--- src/rtl/rf_ctrl_pkg.sv ---
// Shared constants and types for the register-file writeback controller.
package rf_ctrl_pkg;

  localparam int DATA_W   = 16;
  localparam int REG_ID_W = 4;
  localparam int NUM_REGS = 16;
  localparam int CNT_W    = 2;
  localparam int CNT_MAX  = 3;

  // Requester slots on the round-robin arbiter.
  localparam int REQ_ALU = 0;
  localparam int REQ_MEM = 1;

  // Round-robin pointer: names the requester that wins the next tie.
  typedef enum logic {
    PTR_ALU = 1'b0,
    PTR_MEM = 1'b1
  } rr_ptr_t;

endpackage

--- src/rtl/rf_wb_arbiter_rr_arb2.sv ---
// 2-way round-robin arbiter (ALU / memory-load writeback).
// Handshake: a requester holds valid independent of ready; a transfer happens on
// any clock edge where valid && grant are both high. Because valid is never gated
// on grant, every grant is an accept, so the pointer advances on any grant.
// Pointer state is observable as ptr_q inside this module.
import rf_ctrl_pkg::*;

module rr_arb2 (
  input  logic       clk,
  input  logic       rst,
  input  logic [1:0] req,
  output logic [1:0] grant
);

  rr_ptr_t ptr_q;
  rr_ptr_t ptr_next;

  // Pointer register: reset favours the ALU.
  always_ff @(posedge clk or posedge rst) begin
    if (rst) begin
      ptr_q <= PTR_ALU;
    end else begin
      ptr_q <= ptr_next;
    end
  end

  // Grant selection and pointer update: pointer moves to the non-winner after an accept.
  always_comb begin
    grant    = 2'b00;
    ptr_next = ptr_q;
    if (req[REQ_ALU] && req[REQ_MEM]) begin
      if (ptr_q == PTR_ALU) begin
        grant[REQ_ALU] = 1'b1;
      end else begin
        grant[REQ_MEM] = 1'b1;
      end
    end else if (req[REQ_ALU]) begin
      grant[REQ_ALU] = 1'b1;
    end else if (req[REQ_MEM]) begin
      grant[REQ_MEM] = 1'b1;
    end
    if (grant[REQ_ALU]) begin
      ptr_next = PTR_MEM;
    end else if (grant[REQ_MEM]) begin
      ptr_next = PTR_ALU;
    end
  end

endmodule

--- src/rtl/rf_wb_arbiter.sv ---
// Writeback controller for the 16x16 register file's single write port.
// Round-robin arbitrates ALU and load writebacks, registers the winner onto the
// register file write port one cycle after accept, and tracks per-register
// outstanding writes (reserve at issue, retire at writeback accept) for RAW stalls.
// Optional macro RF_WB_FORWARD_EN adds src1_id/src2_id inputs and fwd1_hit/fwd2_hit
// outputs flagging that the in-flight write targets a decode source operand.
import rf_ctrl_pkg::*;

module rf_wb_arbiter #(
  parameter int DATA_W   = rf_ctrl_pkg::DATA_W,
  parameter int REG_ID_W = rf_ctrl_pkg::REG_ID_W,
  parameter int CNT_W    = rf_ctrl_pkg::CNT_W
) (
  input  logic                clk,
  input  logic                rst,
  input  logic                alu_valid,
  output logic                alu_ready,
  input  logic [REG_ID_W-1:0] alu_dst,
  input  logic [DATA_W-1:0]   alu_data,
  input  logic                mem_valid,
  output logic                mem_ready,
  input  logic [REG_ID_W-1:0] mem_dst,
  input  logic [DATA_W-1:0]   mem_data,
  input  logic                rsv_valid,
  output logic                rsv_ready,
  input  logic [REG_ID_W-1:0] rsv_dst,
  output logic                rf_write,
  output logic [REG_ID_W-1:0] rf_dst,
  output logic [DATA_W-1:0]   rf_data,
  output logic [NUM_REGS-1:0] busy,
`ifdef RF_WB_FORWARD_EN
  input  logic [REG_ID_W-1:0] src1_id,
  input  logic [REG_ID_W-1:0] src2_id,
  output logic                fwd1_hit,
  output logic                fwd2_hit,
`endif
  output logic                err_underflow
);

  logic [1:0]          req;
  logic [1:0]          grant;
  logic                accept;
  logic [REG_ID_W-1:0] win_dst;
  logic [DATA_W-1:0]   win_data;
  logic                rsv_fire;
  logic                ret_fire;
  logic [NUM_REGS-1:0] inc_sel;
  logic [NUM_REGS-1:0] dec_sel;
  logic [NUM_REGS-1:0] busy_next;
  logic                underflow_set;
  logic [CNT_W-1:0]    count      [NUM_REGS];
  logic [CNT_W-1:0]    count_next [NUM_REGS];

  assign req[REQ_ALU] = alu_valid;
  assign req[REQ_MEM] = mem_valid;

  rr_arb2 u_arb (
    .clk   (clk),
    .rst   (rst),
    .req   (req),
    .grant (grant)
  );

  assign alu_ready = grant[REQ_ALU];
  assign mem_ready = grant[REQ_MEM];
  assign accept    = |grant;
  assign win_dst   = grant[REQ_MEM] ? mem_dst  : alu_dst;
  assign win_data  = grant[REQ_MEM] ? mem_data : alu_data;

  // Register 0 is hardwired: its writes are accepted but never reach the file or the scoreboard.
  assign ret_fire  = accept && (win_dst != '0);
  assign rsv_ready = (rsv_dst == '0) || (count[rsv_dst] != CNT_W'(CNT_MAX));
  assign rsv_fire  = rsv_valid && rsv_ready && (rsv_dst != '0);

  // Decode reserve/retire into one-hot per-register strobes.
  always_comb begin
    inc_sel = '0;
    dec_sel = '0;
    if (rsv_fire) inc_sel[rsv_dst] = 1'b1;
    if (ret_fire) dec_sel[win_dst] = 1'b1;
  end

  // Next counter values: reserve+retire on the same register cancel; retire at zero holds and flags.
  always_comb begin
    underflow_set = 1'b0;
    for (int i = 0; i < NUM_REGS; i++) begin
      count_next[i] = count[i];
      if (inc_sel[i] && !dec_sel[i]) begin
        count_next[i] = count[i] + CNT_W'(1);
      end else if (dec_sel[i] && !inc_sel[i]) begin
        if (count[i] == '0) begin
          underflow_set = 1'b1;
        end else begin
          count_next[i] = count[i] - CNT_W'(1);
        end
      end
      busy_next[i] = (count_next[i] != '0);
    end
  end

  // Scoreboard state, registered busy vector and sticky underflow flag.
  always_ff @(posedge clk or posedge rst) begin
    if (rst) begin
      for (int i = 0; i < NUM_REGS; i++) count[i] <= '0;
      busy          <= '0;
      err_underflow <= 1'b0;
    end else begin
      for (int i = 0; i < NUM_REGS; i++) count[i] <= count_next[i];
      busy          <= busy_next;
      err_underflow <= err_underflow | underflow_set;
    end
  end

  // Register file write port: one cycle after accept, one write per accept.
  always_ff @(posedge clk or posedge rst) begin
    if (rst) begin
      rf_write <= 1'b0;
      rf_dst   <= '0;
      rf_data  <= '0;
    end else begin
      rf_write <= ret_fire;
      if (accept) begin
        rf_dst  <= win_dst;
        rf_data <= win_data;
      end
    end
  end

`ifdef RF_WB_FORWARD_EN
  assign fwd1_hit = rf_write && (rf_dst == src1_id) && (src1_id != '0);
  assign fwd2_hit = rf_write && (rf_dst == src2_id) && (src2_id != '0);
`endif

endmodule

--- config.mk ---
export PLATFORM = sky130hd
export DESIGN_NAME = rf_wb_arbiter
export DESIGN_NICKNAME = d
export VERILOG_FILES = /design/src/rtl/rf_ctrl_pkg.sv /design/src/rtl/rf_wb_arbiter_rr_arb2.sv /design/src/rtl/rf_wb_arbiter.sv
export SDC_FILE = /design/constraint.sdc
export NUM_CORES = 1
export LEC_CHECK = 0
export ABC_CLOCK_PERIOD_IN_PS = 2300
export CORE_MARGIN = 4
export CORE_UTILIZATION = 54
export CTS_BUF_LIST = sky130_fd_sc_hd__clkbuf_8
export DETAILED_ROUTE_END_ITERATION = 8
export GPL_TIMING_DRIVEN = 0
export PLACE_DENSITY = 0.83
export SKIP_LAST_GASP = 1
export SLEW_MARGIN = 15
export SYNTH_ARGS = -nofsm -noshare
export SYNTH_HDL_FRONTEND = slang
export SYNTH_SLANG_ARGS = --single-unit
--- constraint.sdc ---
create_clock -name clk -period 2.3 [get_ports clk]
set_input_delay 0.345 -clock clk [delete_from_list [all_inputs] [get_ports clk]]
set_output_delay 0.345 -clock clk [all_outputs]
set_load 0.01 [all_outputs]
==> qor.log, run 1 <==
INFO  setup_path     critical_path.max_fanout=10
INFO  die            die-width=101um
INFO  routing        drt-vias-per-instance=5.83
INFO  global_route   grt_first_pass_wirelength=19500um
INFO  layout         post_route_cells_drive_above_1_share=12.7%
INFO  setup_path     required=1.96ns
INFO  routing        detail_route.iter0.violations=216
INFO  yosys          postSynthCellCount=507
INFO  placed_design  dp.cells=698
INFO  yosys          synthesis.nets=601
INFO  layout         areaGrowthSynthToFinish=29.6%
INFO  routing        totalWireLength=11900um
INFO  yosys          ys_types=65
INFO  placed_design  buffer_ports.inserted=85
INFO  power_and_ir_drop vdd_ir_drop_max=0.511mV
INFO  sta            finalHoldWorstSlack=0.305ns
INFO  setup_path     worstSetupStartpointType=input pin
INFO  cts            clkSlewWorstSetupHoldPaths=0.07ns
INFO  die            core_region_area=0.00830mm2
INFO  die            floorplan.initialDensity=56.2%
INFO  sta            relSlewSlack=58.5%
INFO  yosys          yosys_warnings=0
INFO  global_route   grt_pass1_vias=4206
INFO  setup_path     worst_setup_path_startpoint=rsv_dst[0]
INFO  yosys          synth_area_per_cell=9.21um2
INFO  sta            worst-slew-pin-transition=0.617ns
INFO  layout         final.fill_count=591
INFO  placed_design  gp_routability_congestion=0.891
INFO  power_and_ir_drop pwr_density=891mW/mm2
INFO  die            pin_count=90
INFO  cts            worst_skew_pair_later_pin_latency=0.36ns
INFO  layout         post-route-cell-area=0.00605mm2
INFO  layout         final_cell_count_no_fill=720
INFO  global_route   grt_antenna_before_repair=0
INFO  flow_run       max-cap-violations=0
INFO  routing        drt_pre_antenna_iters=5
INFO  power_and_ir_drop leakagePower=2.62nW
INFO  cts            clock_tree.root_cell=clkbuf_8
INFO  layout         antenna_cells_inserted=0
INFO  yosys          synth_seq_cells=71
INFO  setup_path     critical_path_arrival=1.88ns
INFO  setup_path     rr_startpoint=u_arb.ptr_q
INFO  yosys          synth_edf_count=0
INFO  sta            worst_clock_skew=0.00723ns
INFO  layout         multi_input_area=0.00270mm2
INFO  routing        drt.antenna.violating_nets=0
INFO  sta            clock.fmax=449MHz
INFO  routing        num_vias=4200
INFO  sta            finalSetupViolations=0
INFO  sta            hold_viol_final=0
INFO  die            die_height=101um
INFO  sta            slew_violations=0
INFO  power_and_ir_drop report.power.total=5.39mW
INFO  yosys          sequential_share_of_the_synthesized_area=38.1%
INFO  yosys          netlist_area=0.00467mm2
INFO  layout         finalNetCount=704
INFO  placed_design  dp_hpwl=8880um
INFO  hold_path      hp-class=input pin to async pin
INFO  cts            cts.sinks=71
INFO  sta            final_min_period_over_clock_period=96.9%
INFO  global_route   grt_max_degree=48
INFO  setup_path     setup.worst_path.end_class=output port
INFO  yosys          ys_async_sr_fraction=100%
INFO  layout         seq_area=0.00178mm2
INFO  placed_design  placement.cell_area=0.00568mm2
INFO  cts            clock_tree.htree_level_count=3
INFO  global_route   gr-usage-all-layers=24.2%
INFO  sta            setup_tns=0ns
INFO  yosys          ys_dominant_reg_cell=dfrtp_1
INFO  routing        post_drt_wl_per_cell=16.6um
INFO  routing        route.detailed.drc=0
INFO  cts            cts_tree=built
INFO  placed_design  detailedPlace.worstSlack=-0.862ns
INFO  cts            cts-buffers-inserted=9
INFO  sta            timing.final.ws_setup=0.0710ns
INFO  cts            cts.path.max_buffers=2
INFO  status         status=complete, no violations
INFO  die            placementRows=33
INFO  setup_path     path_class=input pin to output port
INFO  sta            final.min_clock_period=2.23ns
INFO  layout         core_util_final=72.9%
INFO  sta            rsz0062_at_grt=true
INFO  global_route   globalRouteOverflowTotal=0
INFO  die            die_area=0.0102mm2
logic make-up (layout without fill, tap and decap cells):
logic type	Yosys count	after routing	synth area share, %
buffers and inverters	69	177	6.19
DFF	71	71	38.1
xor gates and xnor gates	9	9	1.69
adders and majority gates	45	45	12.1
and+or+nand+nor	192	192	20.3
muxes	1	1	0.482
AOI/OAI and AO/OA	120	120	21.2
critical path: stages:
cell and delay (ns):
dlygate4sd2_1 0.27, buf_6 0.14, buf_6 0.14, o31ai_2 0.25, o21ai_1 0.09, mux4_2 0.48, buf_2 0.16
placed cells by master (no fill, tap or decap), types with 3 or more instances in the layout:
cell type / n
ha_1: 45
nand2_1: 26
clkdlybuf4s50_1: 79
buf_4: 8
buf_6: 4
nor3_2: 4
o22ai_1: 30
xnor2_1: 6
dfrtp_2: 3
or3b_1: 3
dfrtp_1: 68
inv_1: 46
and3_1: 10
buf_2: 4
o2111ai_1: 4
nor3_1: 17
dlymetal6s2s_1: 3
nand3_1: 29
xor2_1: 3
o211ai_1: 5
clkbuf_8: 11
o21bai_1: 8
a2111oi_4: 3
or2_1: 4
nand2b_1: 4
o221a_2: 7
a21oi_1: 12
o21ai_1: 5
o21ai_0: 8
nor2_1: 65
o2bb2ai_1: 14
clkbuf_1: 8
nand4_1: 9
repair_timing:
item / 4_1_cts / 5_1_grt
hold buffers: 0 / 0
hold endpoints to repair: 0 / 0
pin swaps: 0 / 2
buffers inserted: 2 / 4
endpoints found under the setup margin: 22 / 18
resized for setup: 13 / 25
cell type report:
cell class | instances | area share, %
timing repair buffer | 92 | 15.3
clock inverter | 5 | 0.931
tap | 105 | 2.17
buffer | 19 | 1.99
clock buffer | 11 | 2.50
sequential | 71 | 29.4
multi-input combinational | 367 | 44.5
inverter | 50 | 3.18
worst paths after layout:
kind / to / cells after the start / slack [ns]
max in group asynchronous: count[25] / 3 / 1.45
max: rsv_ready / 7 / 0.07
max reg2reg: busy[11] / 8 / 0.08
min in group clk: rf_dst[1] / 3 / 0.39
min: count[20] / 2 / 0.31
min reg2reg: busy[0] / 2 / 0.45
flip-flops by register name, indices dropped and copies added, names as in the netlist:
name and flops:
count 32, u_arb.ptr_q 1, err_underflow 1, rf_write 1, rf_data 16, rf_dst 4, busy 16
synthesized netlist by cell type (all sizes together) (3+ instances only):
cell type	count	area share [%]
or2	6	0.80
dfrtp	71	38
buf	11	1.5
o31ai	3	0.70
o21bai	8	1.3
o2111ai	4	0.75
o211ai	5	0.80
inv	50	4.0
o21ai	17	2.1
or3b	3	0.56
nor3	21	2.4
o22ai	30	4.0
a21oi	14	1.5
nand2b	4	0.54
ha	45	12
nand2	27	2.2
xnor2	6	1.1
xor2	3	0.56
and3	10	1.3
a2111oi	3	1.5
o221a	7	1.7
nand4	9	1.2
nor3b	3	0.48
nor2	67	5.4
nand3	29	3.1
o2bb2ai	14	2.6
clkbuf	8	0.64
where the power goes:
group	internal [mW]	leakage (nW)	switching, mW	total [mW]
Clock	0.558	0.105	0.496	1.05
Sequential	1.68	0.791	0.456	2.14
Combinational	1.07	1.72	1.13	2.20
routing by layer:
layer / global-route usage, % / share of wire [%]
met1: 30.4 / 43
met2: 40.2 / 50
met3: 4.57 / 4.1
met4: 11.3 / 2.4
met5: 0 / 0
(Power assumes the default switching activity.)
==> run 2: changes to the inputs <==
CORE_UTILIZATION = 53   (was 54)
CTS_BUF_LIST = sky130_fd_sc_hd__clkbuf_4 sky130_fd_sc_hd__clkbuf_8 sky130_fd_sc_hd__clkbuf_16   (was sky130_fd_sc_hd__clkbuf_8)
PLACE_DENSITY = 0.81   (was 0.83)
==> run 2 against run 1 <==
The flow now finishes with violations (negative setup slack). Routed wire length barely moved. First-iteration DRC count up 27%. Cell count decreased by 0.69%. Clock skew rose by 0.0017 ns. Sequential power hardly changed. Die area grew 1.7%. Worst hold slack lost 0.023 ns. Cell area down 0.64%. Sequential cell count did not move. Critical path type is now input pin to register. Critical endpoint is now err_underflow.
==> qor.log, run 2 (synthesis gave the netlist of run 1 again) <==
INFO  status         status=complete, but fails checks [was complete, no violations]
INFO  status         violations_in_the_final_reports=negative setup slack
INFO  global_route   gr-usage-met1=30.1% [was 30.4%]
INFO  power_and_ir_drop report.power.total=5.48mW [was 5.39 mW]
INFO  setup_path     regToRegEndpoint=busy[3] [was busy[11]]
INFO  die            floorplan.initialDensity=55.7% [was 56.2%]
INFO  layout         seq_area=0.00178mm2 [about the same]
INFO  layout         reg.largest.list=count x32, busy x16, rf_data x16 [unchanged]
INFO  sta            final_min_period_over_clock_period=102% [was 96.9%]
INFO  setup_path     worstSetupStartpointType=input pin [unchanged]
INFO  layout         most_frequent_standard_cell_in_the_layout_excluding_fill_and_tap_cells=clkdlybuf4s50_1 [unchanged]
INFO  cts            cts.sinks=71 [unchanged]
INFO  global_route   grt_antenna_before_repair=0 [unchanged]
INFO  layout         post-route-cell-area=0.00601mm2 [was 0.00605 mm2]
INFO  layout         antenna_cells_inserted=0 [unchanged]
INFO  global_route   grt_use_met2=42.7% [was 40.2%]
INFO  sta            relSlewSlack=62.8% [was 58.5%]
INFO  placed_design  dp_hpwl=8970um [was 8880 um]
INFO  routing        post_drt_wl_per_cell=16.7um [was 16.6 um]
INFO  sta            finalSetupViolations=1 [was 0]
INFO  die            core_region_area=0.00838mm2 [was 0.00830 mm2]
INFO  placed_design  placement.cell_area=0.00568mm2 [unchanged]
INFO  sta            finalHoldWorstSlack=0.282ns [was 0.305 ns]
INFO  sta            rsz0062_at_grt=true [unchanged]
INFO  sta            worst_clock_skew=0.00889ns [was 0.00723 ns]
INFO  power_and_ir_drop leakagePower=2.59nW [was 2.62 nW]
INFO  power_and_ir_drop vdd_ir_drop_max=0.545mV [was 0.511 mV]
INFO  setup_path     required=2.52ns [was 1.96 ns]
INFO  setup_path     critical_path.max_fanout=5 [was 10]
INFO  layout         max_flop_register=count [unchanged]
INFO  global_route   globalRouteOverflowTotal=0 [unchanged]
INFO  cts            cts_hold_repair.buffers=0 [unchanged]
INFO  layout         finalNetCount=699 [was 704]
INFO  global_route   gr-usage-all-layers=24.4% [was 24.2%]
INFO  cts            cts_tree=built [unchanged]
INFO  cts            clkSlewWorstSetupHoldPaths=0.08ns [was 0.07 ns]
INFO  die            die_area=0.0104mm2 [was 0.0102 mm2]
INFO  setup_path     path_class=input pin to register [was input pin to output port]
INFO  sta            timing.final.ws_setup=-0.0369ns [was 0.0710 ns]
INFO  layout         core_util_final=71.7% [was 72.9%]
INFO  setup_path     setup.reg_to_reg.worst_slack=0.05ns [was 0.08 ns]
INFO  global_route   met3_routing_resource_usage_after_global_routing=4.03% [was 4.57%]
INFO  routing        route.detailed.drc=0 [unchanged]
INFO  die            die_height=102um [was 101 um]
INFO  placed_design  gp_routability_congestion=0.861 [was 0.891]
INFO  cts            worst_skew_pair_later_pin_latency=0.35ns [was 0.36 ns]
INFO  cts            cts-buffers-inserted=9 [unchanged]
INFO  setup_path     crit_end=err_underflow [was rsv_ready]
INFO  setup_path     reg2reg_depth=8 [unchanged]
INFO  routing        detail_route.iter0.violations=274 [was 216]
INFO  sta            hold_viol_final=0 [unchanged]
INFO  global_route   grt_pass1_vias=4284 [was 4206]
INFO  layout         multi_input_area=0.00268mm2 [was 0.00270 mm2]
INFO  routing        drt.antenna.violating_nets=0 [unchanged]
INFO  power_and_ir_drop pwr_density=911mW/mm2 [was 891 mW/mm2]
INFO  die            pin_count=90 [unchanged]
INFO  cts            clock_tree.htree_level_count=3 [unchanged]
INFO  setup_path     setup.worst_path.end_class=register [was output port]
INFO  routing        num_vias=4195 [was 4200]
INFO  routing        totalWireLength=11900um [about the same]
INFO  sta            final.min_clock_period=2.34ns [was 2.23 ns]
INFO  flow_run       max-cap-violations=0 [unchanged]
INFO  routing        drt_pre_antenna_iters=5 [unchanged]
INFO  sta            clock.fmax=428MHz [was 449 MHz]
INFO  setup_path     critical_path_arrival=2.56ns [was 1.88 ns]
INFO  setup_path     worst_setup_path_startpoint=rsv_dst[2] [was rsv_dst[0]]
INFO  cts            cts.path.max_buffers=2 [unchanged]
INFO  sta            slew_violations=0 [unchanged]
INFO  die            die-width=102um [was 101 um]
INFO  layout         post_route_cells_drive_above_1_share=11.5% [was 12.7%]
INFO  layout         areaGrowthSynthToFinish=28.8% [was 29.6%]
INFO  global_route   grt_first_pass_wirelength=20200um [was 19500 um]
INFO  sta            worst-slew-pin-transition=0.558ns [was 0.617 ns]
INFO  setup_path     rr_startpoint=u_arb.ptr_q [unchanged]
INFO  global_route   grt_max_degree=55 [was 48]
INFO  placed_design  buffer_ports.inserted=85 [unchanged]
INFO  hold_path      hp-class=input pin to async pin [unchanged]
INFO  routing        drt-vias-per-instance=5.87 [was 5.83]
INFO  die            placementRows=33 [unchanged]
INFO  cts            clock_tree.root_cell=clkbuf_8 [unchanged]
INFO  layout         final.fill_count=628 [was 591]
INFO  layout         largest_register_ffs=32 [unchanged]
INFO  layout         final_cell_mix=81 x clkdlybuf4s50_1, 71 x dfrtp_1, 65 x nor2_1 [was 79 x clkdlybuf4s50_1, 68 x dfrtp_1, 65 x nor2_1]
INFO  global_route   globalRoute.busiestLayer=met2 [unchanged]
## run 2: power by group
| part | switching (mW) | internal, mW |
|---|---|---|
| clock | 0.501 | 0.668 |
| combinational | 1.12 | 1.05 |
| sequential | 0.461 | 1.68 |
## run 2: final cells by class
| cell class | instances | share of cell area [%] |
|---|---|---|
| buffer | 19 | 2.02 |
| clock buffer | 11 | 2.52 |
| clock inverter | 5 | 1.33 |
| inverter | 50 | 3.20 |
| multi-input combinational | 367 | 44.5 |
| sequential | 71 | 29.6 |
| tap | 105 | 2.19 |
| timing repair buffer | 87 | 14.7 |
## run 2: how the worst min path moves through the flow
| stage | from | end | slack [ns] | cells after the start |
|---|---|---|---|---|
| 2_1_floorplan | count[30] | busy[0] | 0.42 | 2 |
| 3_3_place_gp | count[30] | count[30] | 0.44 | 1 |
| 3_5_place_dp | count[30] | busy[0] | 0.46 | 2 |
| 4_1_cts | rst | rf_data[2] | 0.28 | 2 |
| 5_1_grt | rst | rf_data[2] | 0.30 | 2 |
| 6_report | rst | rf_data[2] | 0.28 | 2 |
## run 2: what timing repair did
item | in CTS | in global routing
endpoints found under the setup margin | 24 | 12
setup buffers | 1 | 0
resized for setup | 21 | 9
cloned | 0 | 0
pin swaps | 0 | 0
## run 2: stage by stage
stage	setup WS, ns	TNS, ns	cells
after global routing	-0.0997	-0.300	715
after detailed placement	-0.799	-15.05	698
after global placement	-1.01	-83.21	697
after CTS	0.0253	0	715
final	-0.0369	-0.0369	715
after floorplan	0.158	0	507
## run 2: metal layers
metal | wire, um | vias to the layer above | part of all wire, %
li1 | - | 2024 | -
met1 | 4820 | 2020 | 40
met2 | 6140 | 129 | 51
met3 | 687 | 22 | 5.8
met4 | 286 | 0 | 2.4
met5 | 0 | - | 0
## run 2: worst max-delay path, cell delays in order
cell and delay, ns:
clkdlybuf4s50_1 0.61, nand3b_1 0.31, a2111oi_4 0.51, or3b_1 0.19
o2111ai_1 0.15, or4_1 0.44
